## config.mk

```make
export PLATFORM = sky130hd
export DESIGN_NAME = alu_packet_parser
export DESIGN_NICKNAME = d
export VERILOG_FILES = /design/src/rtl/config_pkg.sv /design/src/rtl/alu_tx_serializer.sv /design/src/rtl/alu_packet_parser.sv
export SDC_FILE = /design/constraint.sdc
export NUM_CORES = 1
export LEC_CHECK = 0
export ABC_AREA = 1
export CORE_ASPECT_RATIO = 0.75
export CORE_MARGIN = 2
export CORE_UTILIZATION = 40
export CTS_BUF_LIST = sky130_fd_sc_hd__clkbuf_2 sky130_fd_sc_hd__clkbuf_4 sky130_fd_sc_hd__clkbuf_8
export CTS_CLUSTER_DIAMETER = 80
export DETAILED_ROUTE_END_ITERATION = 6
export MAX_ROUTING_LAYER = met4
export PLACE_DENSITY = 0.6
export SETUP_SLACK_MARGIN = 0.4
export SLEW_MARGIN = 30
export SYNTH_ARGS = -nofsm -noshare
export SYNTH_HDL_FRONTEND = slang
export SYNTH_HIERARCHICAL = 1
export SYNTH_SLANG_ARGS = --single-unit
```

## constraint.sdc

```tcl
create_clock -name clk_i -period 4.5 [get_ports clk_i]
set_input_delay 0.675 -clock clk_i [delete_from_list [all_inputs] [get_ports clk_i]]
set_output_delay 0.675 -clock clk_i [all_outputs]
set_load 0.02 [all_outputs]
```

## src/rtl/config_pkg.sv

```systemverilog
// Shared constants and state type for the ALU packet parser.
package config_pkg;

  localparam logic [7:0] OPCODE_ECHO = 8'hEC;
  localparam logic [7:0] OPCODE_ADD  = 8'hAD;
  localparam logic [7:0] OPCODE_MUL  = 8'h88;
  localparam logic [7:0] OPCODE_DIV  = 8'hD1;

  localparam int unsigned HEADER_LEN = 4;
  localparam int unsigned WORD_BYTES = 4;

  typedef enum logic [3:0] {
    StOpc,
    StRsvd,
    StLenLo,
    StLenHi,
    StEcho,
    StOperand,
    StAluWait,
    StTxResult,
    StDrain
  } parser_state_e;

  function automatic logic is_math_op(input logic [7:0] op);
    return (op == OPCODE_ADD) || (op == OPCODE_MUL) || (op == OPCODE_DIV);
  endfunction

endpackage

```

## src/rtl/alu_tx_serializer.sv

```systemverilog
// Serialises a 32-bit word as four little-endian bytes over a valid/ready port.
module alu_tx_serializer (
  input  logic        clk_i,
  input  logic        rst_i,
  input  logic        load_i,
  input  logic [31:0] data_i,
  output logic [7:0]  tx_data_o,
  output logic        tx_valid_o,
  input  logic        tx_ready_i,
  output logic        done_o
);

  logic [31:0] shift_q, shift_d;
  logic [1:0]  cnt_q, cnt_d;
  logic        valid_q, valid_d;

  // Next-state: load a new word, or advance one byte per accepted transfer.
  always_comb begin
    shift_d = shift_q;
    cnt_d   = cnt_q;
    valid_d = valid_q;
    if (load_i) begin
      shift_d = data_i;
      cnt_d   = 2'd0;
      valid_d = 1'b1;
    end else if (valid_q && tx_ready_i) begin
      if (cnt_q == 2'd3) begin
        valid_d = 1'b0;
      end else begin
        shift_d = {8'h00, shift_q[31:8]};
        cnt_d   = cnt_q + 2'd1;
      end
    end
  end

  // State registers.
  always_ff @(posedge clk_i or posedge rst_i) begin
    if (rst_i) begin
      shift_q <= '0;
      cnt_q   <= '0;
      valid_q <= 1'b0;
    end else begin
      shift_q <= shift_d;
      cnt_q   <= cnt_d;
      valid_q <= valid_d;
    end
  end

  assign tx_data_o  = shift_q[7:0];
  assign tx_valid_o = valid_q;
  assign done_o     = valid_q && tx_ready_i && (cnt_q == 2'd3);

endmodule

```

## src/rtl/alu_packet_parser.sv

```systemverilog
// Byte-stream packet parser: echoes payloads or folds 32-bit operands through
// add / external multiply / external divide and returns the 4-byte result.
// Optional feature: define ALU_PARSER_LEN_CHECK_EN to reject malformed lengths.
module alu_packet_parser
  import config_pkg::*;
(
  input  logic        clk_i,
  input  logic        rst_i,
  input  logic [7:0]  rx_data_i,
  input  logic        rx_valid_i,
  output logic        rx_ready_o,
  output logic [7:0]  tx_data_o,
  output logic        tx_valid_o,
  input  logic        tx_ready_i,
  output logic        alu_op_o,
  output logic [31:0] alu_a_o,
  output logic [31:0] alu_b_o,
  output logic        alu_valid_o,
  input  logic        alu_ready_i,
  input  logic [31:0] alu_result_i,
  input  logic        alu_result_valid_i,
  output logic        err_o
);

  parser_state_e state_q, state_d;
  logic [7:0]  opc_q, opc_d;
  logic [7:0]  len_lo_q, len_lo_d;
  logic [15:0] rem_q, rem_d;
  logic [1:0]  idx_q, idx_d;
  logic [23:0] part_q, part_d;
  logic [31:0] acc_q, acc_d;
  logic [31:0] alu_b_q, alu_b_d;
  logic        have_acc_q, have_acc_d;
  logic        alu_pend_q, alu_pend_d;
  logic        last_q, last_d;
  logic        err_q, err_d;

  logic        rdy;
  logic        ser_load, ser_valid, ser_done;
  logic [7:0]  ser_data;
  logic [15:0] len_full, rem_hdr;
  logic [31:0] word;
  logic        len_bad, math_bad, last_byte, go_alu;

  assign len_full = {rx_data_i, len_lo_q};
  assign rem_hdr  = (len_full < 16'(HEADER_LEN)) ? 16'd0 : len_full - 16'(HEADER_LEN);
  assign word     = {rx_data_i, part_q};

`ifdef ALU_PARSER_LEN_CHECK_EN
  assign len_bad  = len_full < 16'(HEADER_LEN);
  assign math_bad = (rem_hdr[1:0] != 2'b00) || (rem_hdr < 16'(2 * WORD_BYTES));
`else
  assign len_bad  = 1'b0;
  assign math_bad = 1'b0;
`endif

  // Next-state and handshake outputs for the packet FSM.
  always_comb begin
    state_d    = state_q;
    opc_d      = opc_q;
    len_lo_d   = len_lo_q;
    rem_d      = rem_q;
    idx_d      = idx_q;
    part_d     = part_q;
    acc_d      = acc_q;
    alu_b_d    = alu_b_q;
    have_acc_d = have_acc_q;
    alu_pend_d = alu_pend_q;
    last_d     = last_q;
    err_d      = 1'b0;
    rdy        = 1'b0;
    tx_valid_o = 1'b0;
    tx_data_o  = ser_data;
    last_byte  = 1'b0;
    go_alu     = 1'b0;

    unique case (state_q)
      StOpc: begin
        rdy = 1'b1;
        if (rx_valid_i) begin
          opc_d      = rx_data_i;
          acc_d      = '0;
          have_acc_d = 1'b0;
          idx_d      = '0;
          part_d     = '0;
          last_d     = 1'b0;
          state_d    = StRsvd;
        end
      end
      StRsvd: begin
        rdy = 1'b1;
        if (rx_valid_i) state_d = StLenLo;
      end
      StLenLo: begin
        rdy = 1'b1;
        if (rx_valid_i) begin
          len_lo_d = rx_data_i;
          state_d  = StLenHi;
        end
      end
      StLenHi: begin
        rdy = 1'b1;
        if (rx_valid_i) begin
          rem_d = rem_hdr;
          if (len_bad) begin
            err_d   = 1'b1;
            state_d = StOpc;
          end else if (opc_q == OPCODE_ECHO) begin
            state_d = (rem_hdr == 16'd0) ? StOpc : StEcho;
          end else if (is_math_op(opc_q) && !math_bad) begin
            state_d = (rem_hdr == 16'd0) ? StTxResult : StOperand;
          end else begin
            err_d   = 1'b1;
            state_d = (rem_hdr == 16'd0) ? StOpc : StDrain;
          end
        end
      end
      StEcho: begin
        // Zero-latency passthrough: the transmitter back-pressures the receiver.
        rdy        = tx_ready_i;
        tx_valid_o = rx_valid_i;
        tx_data_o  = rx_data_i;
        if (rx_valid_i && tx_ready_i) begin
          rem_d = rem_q - 16'd1;
          if (rem_q == 16'd1) state_d = StOpc;
        end
      end
      StOperand: begin
        if (alu_pend_q) begin
          if (alu_ready_i) begin
            alu_pend_d = 1'b0;
            state_d    = StAluWait;
          end
        end else begin
          rdy = 1'b1;
          if (rx_valid_i) begin
            rem_d     = rem_q - 16'd1;
            idx_d     = idx_q + 2'd1;
            last_byte = (rem_q == 16'd1);
            case (idx_q)
              2'd0: part_d[7:0]   = rx_data_i;
              2'd1: part_d[15:8]  = rx_data_i;
              2'd2: part_d[23:16] = rx_data_i;
              default: ;
            endcase
            if (idx_q == 2'd3) begin
              if (!have_acc_q) begin
                acc_d      = word;
                have_acc_d = 1'b1;
              end else if (opc_q == OPCODE_ADD) begin
                acc_d = acc_q + word;
              end else begin
                go_alu     = 1'b1;
                alu_b_d    = word;
                alu_pend_d = 1'b1;
                last_d     = last_byte;
              end
            end
            // Pending ALU work defers the result until the strobe returns.
            if (last_byte && !go_alu) state_d = StTxResult;
          end
        end
      end
      StAluWait: begin
        if (alu_result_valid_i) begin
          acc_d   = alu_result_i;
          state_d = last_q ? StTxResult : StOperand;
        end
      end
      StTxResult: begin
        tx_valid_o = ser_valid;
        if (ser_done) state_d = StOpc;
      end
      StDrain: begin
        rdy = 1'b1;
        if (rx_valid_i) begin
          rem_d = rem_q - 16'd1;
          if (rem_q == 16'd1) state_d = StOpc;
        end
      end
      default: state_d = StOpc;
    endcase

    // Load the serializer with the final accumulator on entry to the result phase.
    ser_load = (state_d == StTxResult) && (state_q != StTxResult);
  end

  // State registers; reset aborts any packet or ALU request in flight.
  always_ff @(posedge clk_i or posedge rst_i) begin
    if (rst_i) begin
      state_q    <= StOpc;
      opc_q      <= '0;
      len_lo_q   <= '0;
      rem_q      <= '0;
      idx_q      <= '0;
      part_q     <= '0;
      acc_q      <= '0;
      alu_b_q    <= '0;
      have_acc_q <= 1'b0;
      alu_pend_q <= 1'b0;
      last_q     <= 1'b0;
      err_q      <= 1'b0;
    end else begin
      state_q    <= state_d;
      opc_q      <= opc_d;
      len_lo_q   <= len_lo_d;
      rem_q      <= rem_d;
      idx_q      <= idx_d;
      part_q     <= part_d;
      acc_q      <= acc_d;
      alu_b_q    <= alu_b_d;
      have_acc_q <= have_acc_d;
      alu_pend_q <= alu_pend_d;
      last_q     <= last_d;
      err_q      <= err_d;
    end
  end

  alu_tx_serializer u_ser (
    .clk_i      (clk_i),
    .rst_i      (rst_i),
    .load_i     (ser_load),
    .data_i     (acc_d),
    .tx_data_o  (ser_data),
    .tx_valid_o (ser_valid),
    .tx_ready_i (tx_ready_i),
    .done_o     (ser_done)
  );

  assign rx_ready_o  = rdy && !rst_i;
  assign err_o       = err_q;
  assign alu_op_o    = (opc_q == OPCODE_DIV);
  assign alu_a_o     = acc_q;
  assign alu_b_o     = alu_b_q;
  assign alu_valid_o = alu_pend_q;

endmodule

```

==> results.md, run 1 <==
- Status: finished, final reports clean
- Cts hold-fix bufs: 0
- Netlist cell types: 53
- Highest clock rate: roughly 0.28 GHz
- Register area: 0.00413 sq mm
- Final setup violation count: 0
- Critical Path Max Stage Delay: a little under 0.6 ns
- Register bit count reported by yosys: 165
- Clock tree sinks: roughly 170
- Max-slew violation count: 0
- # IOs: approximately 120
- Net count after synthesis: between 1500 and 2000
- PD cells: roughly 670 mW/mm^2
- DRC errors left: 0
- Die Footprint: between 0.03 and 0.04 sq mm
- GRT Resource Usage Total: between 20% and 30%
- Crit. End Element: register
- Crit path kind: in -> reg
- CP Launch Type: input port
- CTS tree: built
- Clk_lat worst skew: between 0.4 and 0.5 ns
- Sequential power share: a little under a third
- Filler cells: around 3000
- Post-synth top area cell: dfrtp_1
- Total length of routed wires: between 40000 and 50000 um
- Via count: roughly 12000
- Post-CTS Setup Inserts: 0
- Ys async rst share: 100%
- WL/cell: 19.6 um
- Commonest non-fill, non-tap cell in the layout: nand2_1
- Worst slack at placement: 0.556 ns
- # rows: 53
- TritonCTS Buffers: 17
- Most frequent CP cell: nand2_1
- Netlist Area Pre-Place: ~0.011 sq mm
- Final hold viol count: 0
- DRT iter0 DRCs: 1138
- Core Box Area: 0.0281 sq mm
- Multi-input logic area: about 0.0063 sq mm
- Final core occ: a little under half
- Psw: roughly 0.0047 W
- Number of global-route vias before repair: 10367
- First-pass GRT wire length: 63900 um
- CTS root buffer: clkbuf_8
- Die Height: 151 um
- Worst EP required: approximately 5 ns
- Final worst setup slack: 0.930 ns
- Final net count: 1825
- Switching share of power: between 50% and 60%
- Placed Cells: 2105
- Max clock buf depth: 2
- Initial antenna violation count: 1
- Final period util: 79.3%
- Clock period minus worst slack: about 3.6 ns
- # H-tree levels: 4
- Critical Path AT: approximately 4 ns
- Diode count: 0
- Mapped Avg Cell Area: ~7.0 sq um
- Clk_skew: between 0.02 and 0.025 ns
- Largest net degree at the start of global routing: 73
- Final Non-Filler Cells: 2136
- Post-synth EDFFs: 0
- Yosys top cell area share: around 36%
- Gate power share: a little under three fifths
- Post_cts resized: 0
- Main area contributors after synthesis: dfrtp_1 (36%), nand2_1 (18%), nand3_1 (5.5%)
- Cells after synthesis: between 1500 and 2000
- Starting Density: about two fifths
- Maximum vdd drop: 0.313 mV
- Most frequent cells in the layout: nand2_1 (541), dfrtp_1 (165), inv_1 (140), nor2_1 (133), nand3_1 (125)
- Post-route antenna net violation count: 0
- Max-cap viol count: 0
- Tightest Pin Transition: between 0.8 and 0.9 ns
- Clk pin slew, worst setup/hold paths: about 0.090 ns
- Area delta synth->final: 16.2%
- Global placement routability congestion: a little over 0.9
- CP max stage cell: clkdlybuf4s50_1
- First-pass iteration count of the detailed router: 5
- Power Internal: ~0.0042 W
- Setup tns final: 0 ns
- Avg Vias per Cell: around 5.4
- P_leak: around 6.4 nW
- Register area share after synthesis: between 30% and 40%
- Slew margin rel.: a little over two fifths
- RSZ-0062 raised after global routing: false
- Share of cells above drive strength 1: about 7.4%
- CP cell instances: clkdlybuf4s50_1 -> inv_1 -> nand2_2 -> nor2_2 -> nand3_1 -> nand2_1 -> nand2_1 -> nor2_1 -> nand2_1 -> nor2_2 -> nand4_1 -> nand2_1 -> a21oi_1 -> nor2_2 -> buf_4 -> nand2_1 -> nand2_1 -> nand2_1 -> nand2_1
- Main synth FF type: dfrtp_1
- Clk pwr share: around 12%
- Crit Path Max Fanout: 33
- Min-Delay Path Class: reg -> reg
- Gr ovfl total: 0
- YS warnings: 6
- Half-perimeter wire length after placement: approximately 33000 um
- Die width: around 200 um
- Buffers on Ports: between 100 and 150
cell usage after synthesis, types with 12 or more instances:
master,n
a221oi_1,12
o21ai_1,58
inv_1,141
a22oi_1,18
a21oi_1,63
clkbuf_1,18
buf_2,27
inv_2,22
o221ai_1,19
o21ai_0,90
dfrtp_1,165
nand3_1,125
xor2_1,16
nor2_1,135
ha_1,39
nor3_1,16
nand2_1,542
buf_4,16
final cells by class:
cell class	count	area share [%]
clock buffers	21	2.12
clock inverters	10	0.733
inverters	167	4.79
multi-input cells	1246	47.3
flip-flops and latches	165	31.0
well taps	385	3.62
repair buffers	142	10.4
worst max-delay path: cells and delay by family:
family | cells | cell delay, ns
buf+inv | 3 | 1.45
simple gates | 15 | 1.73
compound gates | 1 | 0.11
state kept, by name, indices dropped and copies added, names as in the netlist:
register / count
alu_a_o: 32
alu_b_o: 32
u_ser/shift_q: 32
part_q: 24
rem_q: 16
len_lo_q: 8
opc_q: 8
state_q: 4
idx_q: 2
u_ser/cnt_q: 2
alu_valid_o: 1
err_o: 1
have_acc_q: 1
last_q: 1
u_ser/tx_valid_o: 1
routing by layer:
metal	track usage, %	up-vias	part of all wire, %	wire length [um]
li1	-	5602	-	-
met3	4.21	28	7.0	2920
met1	47.8	5471	53	22300
met5	-	-	0	0
met2	38.0	417	39	16200
met4	5.04	0	0.98	410
stage by stage:
stage	hold WS, ns	cell area, sq um	power, W
detailed placement	0.471	12900	0.00770
finish	0.487	13300	0.00889
global route	0.513	13300	0.00957
CTS	0.492	13300	0.00882
global placement	0.467	12900	0.00770
floorplan	0.447	11500	0.00597
final timing paths:
| kind | start | endpoint | slack [ns] | cells after the start |
|---|---|---|---|---|
| min in group asynchronous | rst_i | u_ser/cnt_q[1] | 0.71 | 3 |
| worst min-delay path | alu_b_o[14] | alu_b_o[14] | 0.49 | 2 |
| worst max register to register | alu_a_o[0] | u_ser/shift_q[30] | 1.39 | 16 |
| worst min register to register | alu_b_o[14] | alu_b_o[14] | 0.49 | 2 |
| worst max-delay path | rx_data_i[1] | u_ser/shift_q[16] | 0.93 | 19 |
| max in group asynchronous | rst_i | part_q[1] | 2.49 | 4 |
cells by family (layout without fill, tap and decap cells):
group	after synthesis	after routing	synth area share, %
buffers and inverters	235	340	9.05
and+or+nand+nor	879	879	33.1
adders and majority gates	40	40	4.44
AOI/OAI and AO/OA	305	305	15.7
DFF	165	165	36.0
xor gates and xnor gates	22	22	1.68
power groups by stage:
| stage | sequential (W) | combinational [W] | clock [W] |
|---|---|---|---|
| CTS | 0.00269 | 0.00501 | 0.00111 |
| floorplan | 0.00260 | 0.00337 | 0 |
| finish | 0.00273 | 0.00507 | 0.00109 |
| global route | 0.00277 | 0.00562 | 0.00118 |
| detailed placement | 0.00271 | 0.00499 | 0 |
| global placement | 0.00272 | 0.00498 | 0 |
(Power assumes the default switching activity.)
==> run 2, diff against run 1 <==
Clock period 4.5 ns to 3.62 ns, I/O delays scaled along.
==> run 2 against run 1 <==
  * Cell area up 1.9%
  * Clock power up 29%
  * Combinational power up 28%
  * Core utilization up 0.89 points
  * Clock-buffer cell count down 2
  * Sequential share of layout area down 0.58 points
  * Global-route usage down 0.26 points
  * Worst hold slack better by 0.0053 ns
  * First-iteration DRC count down 0.53%
  * Routed wire length down 0.38%
  * Largest power group unchanged
  * Non-clock buffer count up 27
==> results.md, run 2 (synthesis results as in run 1) <==
- Core Box Area: 0.0281 sq mm
- Buffers on Ports: between 100 and 150
- CP cell instances: nor2_1 -> inv_2 -> nor2_4 -> inv_2 -> o21ai_0 -> clkdlybuf4s50_1
- Switching share of power: 52.2%
- Clock tree sinks: roughly 170
- Crit. End Element: output port
- Critical Path Max Stage Delay: 0.68 ns
- Grt met1 use: roughly 45%
- Diode count: 0
- WL/cell: 19.3 um
- Number of global-route vias before repair: about 11000
- Global placement routability congestion: just under 1
- Worst EP required: just over 3 ns
- TritonCTS Buffers: 17
- Share of cells above drive strength 1: about 9.1%
- Gate power share: around 58%
- Final net count: ~1900
- Met2 Use GR: between 30 and 40%
- # rows: 53
- Clk pwr share: 12.5%
- Post-CTS Setup Inserts: 0
- Max-slew violation count: 0
- P_leak: around 6.5 nW
- Critical Path AT: approximately 2.5 ns
- Die Footprint: approximately 0.03 sq mm
- Min-Delay Path Class: reg -> reg
- GRT Resource Usage Total: ~29%
- Met3 usage: under 10%
- Total length of routed wires: between 40000 and 50000 um
- Most frequent CP cell: inv_2
- Most frequent cells in the layout: nand2_1 (541), dfrtp_1 (165), inv_1 (139), nor2_1 (132), nand3_1 (125)
- Avg Vias per Cell: about 5.3
- Gr ovfl total: 0
- First-pass iteration count of the detailed router: 5
- Clk pin slew, worst setup/hold paths: around 0.09 ns
- Commonest non-fill, non-tap cell in the layout: nand2_1
- Crit Path Max Fanout: 17
- # H-tree levels: 4
- Setup tns final: 0 ns
- CTS tree: built
- CP Launch Type: register
- Final setup violation count: 0
- Psw: approximately 0.0059 W
- RSZ-0062 raised after global routing: true
- R2R Path Start: alu_a_o[0]
- Slew margin rel.: between 40% and 50%
- Status: finished, final reports clean
- Die width: 199 um
- Clk_skew: ~0.019 ns
- CTS root buffer: clkbuf_8
- Power Internal: 0.00537 W
- Crit path kind: reg -> out
- DRT iter0 DRCs: roughly 1100
- Highest clock rate: about 0.33 GHz
- Post-route antenna net violation count: 0
- Most Crowded Layer GR: met1
- Total power draw: roughly 0.011 W
- Via count: ~12000
- Maximum vdd drop: between 0.4 and 0.5 mV
- Area delta synth->final: 18.4%
- # IOs: 123
- CP max stage cell: clkdlybuf4s50_1
- First-pass GRT wire length: between 60000 and 70000 um
- Flop-to-flop setup slack: 0.65 ns
- Tightest Pin Transition: about 0.8 ns
- Reg-to-Reg End: u_ser/shift_q[30]
- Final hold viol count: 0
- DRC errors left: 0
- Starting Density: roughly two fifths
- Max clock buf depth: 2
- Clock period minus worst slack: ~3 ns
- Die Height: ~150 um
- Max-cap viol count: 0
- Crit path to: tx_data_o[0]
- Half-perimeter wire length after placement: 32700 um
- PD cells: around 830 mW/mm^2
- Worst setup path start: state_q[0]
- Initial antenna violation count: 0
- Clk_lat worst skew: ~0.48 ns
- Final period util: between 80% and 90%
- Largest net degree at the start of global routing: 131
- Sequential power share: between 20 and 30%
- Cell count of the worst reg-to-reg path: 16
[run 2: timing repair]
action | in CTS | in global routing
resized for setup | 2 | 6
endpoints found under the setup margin | 9 | 30
hold buffers | 0 | 0
cloned | 0 | 0
pin swaps | 0 | 1
[run 2: stage by stage]
stage | cell area (sq um) | cells | hold WS [ns] | setup WS (ns) | util (%)
after CTS | 13500 | 2164 | 0.498 | 0.494 | 48.2
after global routing | 13600 | 2164 | 0.503 | 0.399 | 48.2
after global placement | 13100 | 2132 | 0.470 | 0.240 | 46.7
after detailed placement | 13100 | 2132 | 0.475 | 0.191 | 46.7
after floorplan | 11500 | 1646 | 0.447 | 0.384 | -
final | 13600 | 2164 | 0.492 | 0.591 | 48.2
[run 2: power by group through the flow]
stage,logic (W),clock network [W],registers (W)
finish,0.00648,0.00141,0.00334
global route,0.00719,0.00151,0.00340
CTS,0.00638,0.00144,0.00330
detailed placement,0.00633,0,0.00333
global placement,0.00635,0,0.00334
floorplan,0.00418,0,0.00324
[run 2: worst min-delay path by stage]
stage | start | to | slack (ns) | cells after the start
6_report | alu_b_o[18] | alu_b_o[18] | 0.49 | 2
5_1_grt | alu_b_o[18] | alu_b_o[18] | 0.50 | 2
4_1_cts | opc_q[3] | opc_q[3] | 0.50 | 2
3_5_place_dp | opc_q[3] | opc_q[3] | 0.48 | 2
3_3_place_gp | alu_b_o[14] | alu_b_o[14] | 0.47 | 2
2_1_floorplan | last_q | last_q | 0.45 | 2
[run 2: cell type report]
| type | count | area, sq um |
|---|---|---|
| Multi-Input combinational cell | 1246 | 6310 |
| Inverter | 167 | 641 |
| Tap cell | 385 | 482 |
| Fill cell | 2955 | 14600 |
| Clock inverter | 13 | 146 |
| Sequential cell | 165 | 4130 |
| Clock buffer | 19 | 249 |
| Timing Repair Buffer | 169 | 1600 |
[run 2: metal layers]
metal	wire [um]	part of all wire, %
met5	0	0
met4	604	1.4
met2	16100	39
met3	4000	9.6
met1	21000	50
[run 2: critical path: cells and delay by family, from the launching register on]
family	cells	cell delay [ns]
flip-flops	1	0.43
AND/OR/NAND/NOR	2	0.32
AO/OA/AOI/OAI	1	0.33
buffers and inverters	3	0.92
==> run 3, diff against run 2 <==
Clock period 3.62 ns to 2.8 ns, I/O delays scaled along.
==> run 3 against run 2 <==
  * Worst setup slack got worse by 0.48 ns
  * Die area unchanged
  * Global-route usage increased by 2.1 points
  * Final cell count increased by 5.7%
  * Clock-buffer cell count decreased by 1
  * Combinational power increased by 60%
  * Sequential share of layout area decreased by 3.4 points
  * Largest cell class unchanged
  * First-iteration DRC count decreased by 8.5%
==> results.md, run 3 (synthesis results as in run 1) <==
- Sequential power share: 26.2%
- GRT Resource Usage Total: 31.3%
- Psw: between 0.008 and 0.009 W
- CP Launch Type: register
- CP delay by family, top: simple AND/OR/NAND/NOR gates
- Tightest Pin Transition: 0.858 ns
- DRT iter0 DRCs: a little over 1000
- First-pass GRT wire length: around 68000 um
- Clock period minus worst slack: roughly 2.7 ns
- Crit path kind: reg -> reg
- Placed Cells: 2222
- Critical Path Max Stage Delay: 0.41 ns
- Clk_lat worst skew: a little under 0.5 ns
- # H-tree levels: 4
- Commonest non-fill, non-tap cell in the layout: nand2_1
- Critical Path AT: just over 3 ns
- Grt met1 use: between 50% and 60%
- Flop-to-flop setup slack: about 0.11 ns
- Final setup violation count: 0
- Final hold viol count: 0
- CP cell instances: inv_1 -> nand2_1 -> nor3_1 -> nand2_1 -> o2111ai_1 -> a211oi_1 -> a21oi_1 -> nand2_2 -> nor2_4 -> clkinvlp_4 -> buf_4 -> nand2_1 -> nand2_1 -> nand2_1 -> nand2_1
- Avg Vias per Cell: approximately 5.3
- Post-route antenna net violation count: 0
- Die Height: between 150 and 200 um
- P_leak: slightly above 7 nW
- Clk_skew: roughly 0.024 ns
- Crit. End Element: register
- Met2 Use GR: approximately 40%
- Area delta synth->final: 33.6%
- Crit Path Max Fanout: 6
- Share of cells above drive strength 1: 22.1%
- Core Box Area: approximately 0.028 sq mm
- Clock tree sinks: roughly 170
- Initial antenna violation count: 2
- Highest clock rate: 0.371 GHz
- CTS tree: built
- Min-Delay Path Class: in -> async
- Global placement routability congestion: just under 1
- Max clock buf depth: 2
- Max-cap viol count: 0
- Buffers on Ports: roughly 120
- Half-perimeter wire length after placement: 34500 um
- Most Crowded Layer GR: met1
- RSZ-0062 raised after global routing: true
- Cts hold-fix bufs: 0
- Largest net degree at the start of global routing: 131
- Maximum vdd drop: 0.467 mV
- Power Internal: roughly 0.0081 W
- Worst EP required: 3.20 ns
- Final period util: a little over nine tenths
- Total length of routed wires: roughly 44000 um
- WL/cell: approximately 19 um
- Clk pwr share: about a tenth
- Met3 usage: 6.18%
- Slew margin rel.: between 40% and 50%
- Final net count: between 1500 and 2000
- Die Footprint: 0.0300 sq mm
- Total power draw: about 0.017 W
- Number of global-route vias before repair: around 11000
- Most frequent cells in the layout: nand2_1 (510), buf_4 (156), dfrtp_1 (153), inv_1 (136), nor2_1 (116)
- # rows: 53
- # IOs: between 100 and 150
- First-pass iteration count of the detailed router: 5
- Clk pin slew, worst setup/hold paths: around 0.11 ns
- Via count: approximately 12000
- CP max stage cell: dfrtp_1
- PD cells: 1080 mW/mm^2
- CTS root buffer: clkbuf_8
- Switching share of power: ~51%
- Starting Density: around two fifths
- TritonCTS Buffers: 17
- Max-slew violation count: 0
- Status: finished, final reports clean
- DRC errors left: 0
- Gr ovfl total: 0
- Crit path buffers/inverters: 3
- Gate power share: 63.1%
- Diode count: 0
- Most frequent CP cell: nand2_1
- Die width: roughly 200 um
- Final Non-Filler Cells: approximately 2300
==> run 3: path summary, 6_finish.rpt <==
check | from | to | cells after the start
max in group asynchronous | rst_i | alu_b_o[14] | 3
min | rst_i | u_ser/shift_q[11] | 3
max | state_q[2] | u_ser/shift_q[17] | 15
min in group clk_i | alu_b_o[21] | alu_b_o[21] | 2
max reg2reg | state_q[2] | u_ser/shift_q[17] | 15
min reg2reg | alu_b_o[21] | alu_b_o[21] | 2
==> run 3: power groups by stage <==
stage	clock network, W	registers (W)	logic [W]
2_1_floorplan	0	0.00418	0.00541
3_3_place_gp	0	0.00415	0.00908
3_5_place_dp	0	0.00413	0.00912
4_1_cts	0.00180	0.00414	0.00954
5_1_grt	0.00190	0.00440	0.0114
6_report	0.00178	0.00434	0.0104
==> run 3: worst register-to-register path: stages, from the launching register on <==
cell	delay, ns
dfrtp_1	0.41
inv_1	0.12
nand2_1	0.16
nor3_1	0.31
nand2_1	0.13
o2111ai_1	0.12
a211oi_1	0.11
a21oi_1	0.27
nand2_2	0.11
nor2_4	0.23
clkinvlp_4	0.24
buf_4	0.18
nand2_1	0.06
nand2_1	0.05
nand2_1	0.06
nand2_1	0.05
==> run 3: through the flow <==
stage	cell area, sq um	TNS (ns)	util (%)	hold WS, ns	setup WS [ns]
finish	15300	0	54.4	0.428	0.108
global route	15300	-0.120	54.4	0.437	-0.0429
CTS	14700	0	52.3	0.418	0.191
detailed placement	13900	-9.68	49.3	0.473	-0.365
global placement	13900	-8.38	49.3	0.470	-0.290
floorplan	11500	-0.190	-	0.447	-0.190
==> run 3: layer usage <==
layer | wire [um] | vias up
li1 | - | 5893
met1 | 22200 | 5765
met2 | 17200 | 529
met3 | 4560 | 32
met4 | 459 | 0
met5 | 0 | -
==> run 3: repair_timing <==
| action | in CTS | in global routing |
|---|---|---|
| pin swaps | 12 | 19 |
| gates cloned | 2 | 0 |
| buffers inserted | 23 | 8 |
| gates resized for setup | 93 | 133 |
| endpoints found under the setup margin | 56 | 66 |
==> run 3: area by class of cell <==
type | count | area (sq um)
repair buffers | 290 | 2610
multi-input cells | 1247 | 7040
inverters | 167 | 643
clock buffers | 18 | 248
fillers | 2803 | 12800
flip-flops and latches | 165 | 4140
repair inverters | 1 | 7.51
clock inverters | 14 | 138
well taps | 385 | 482
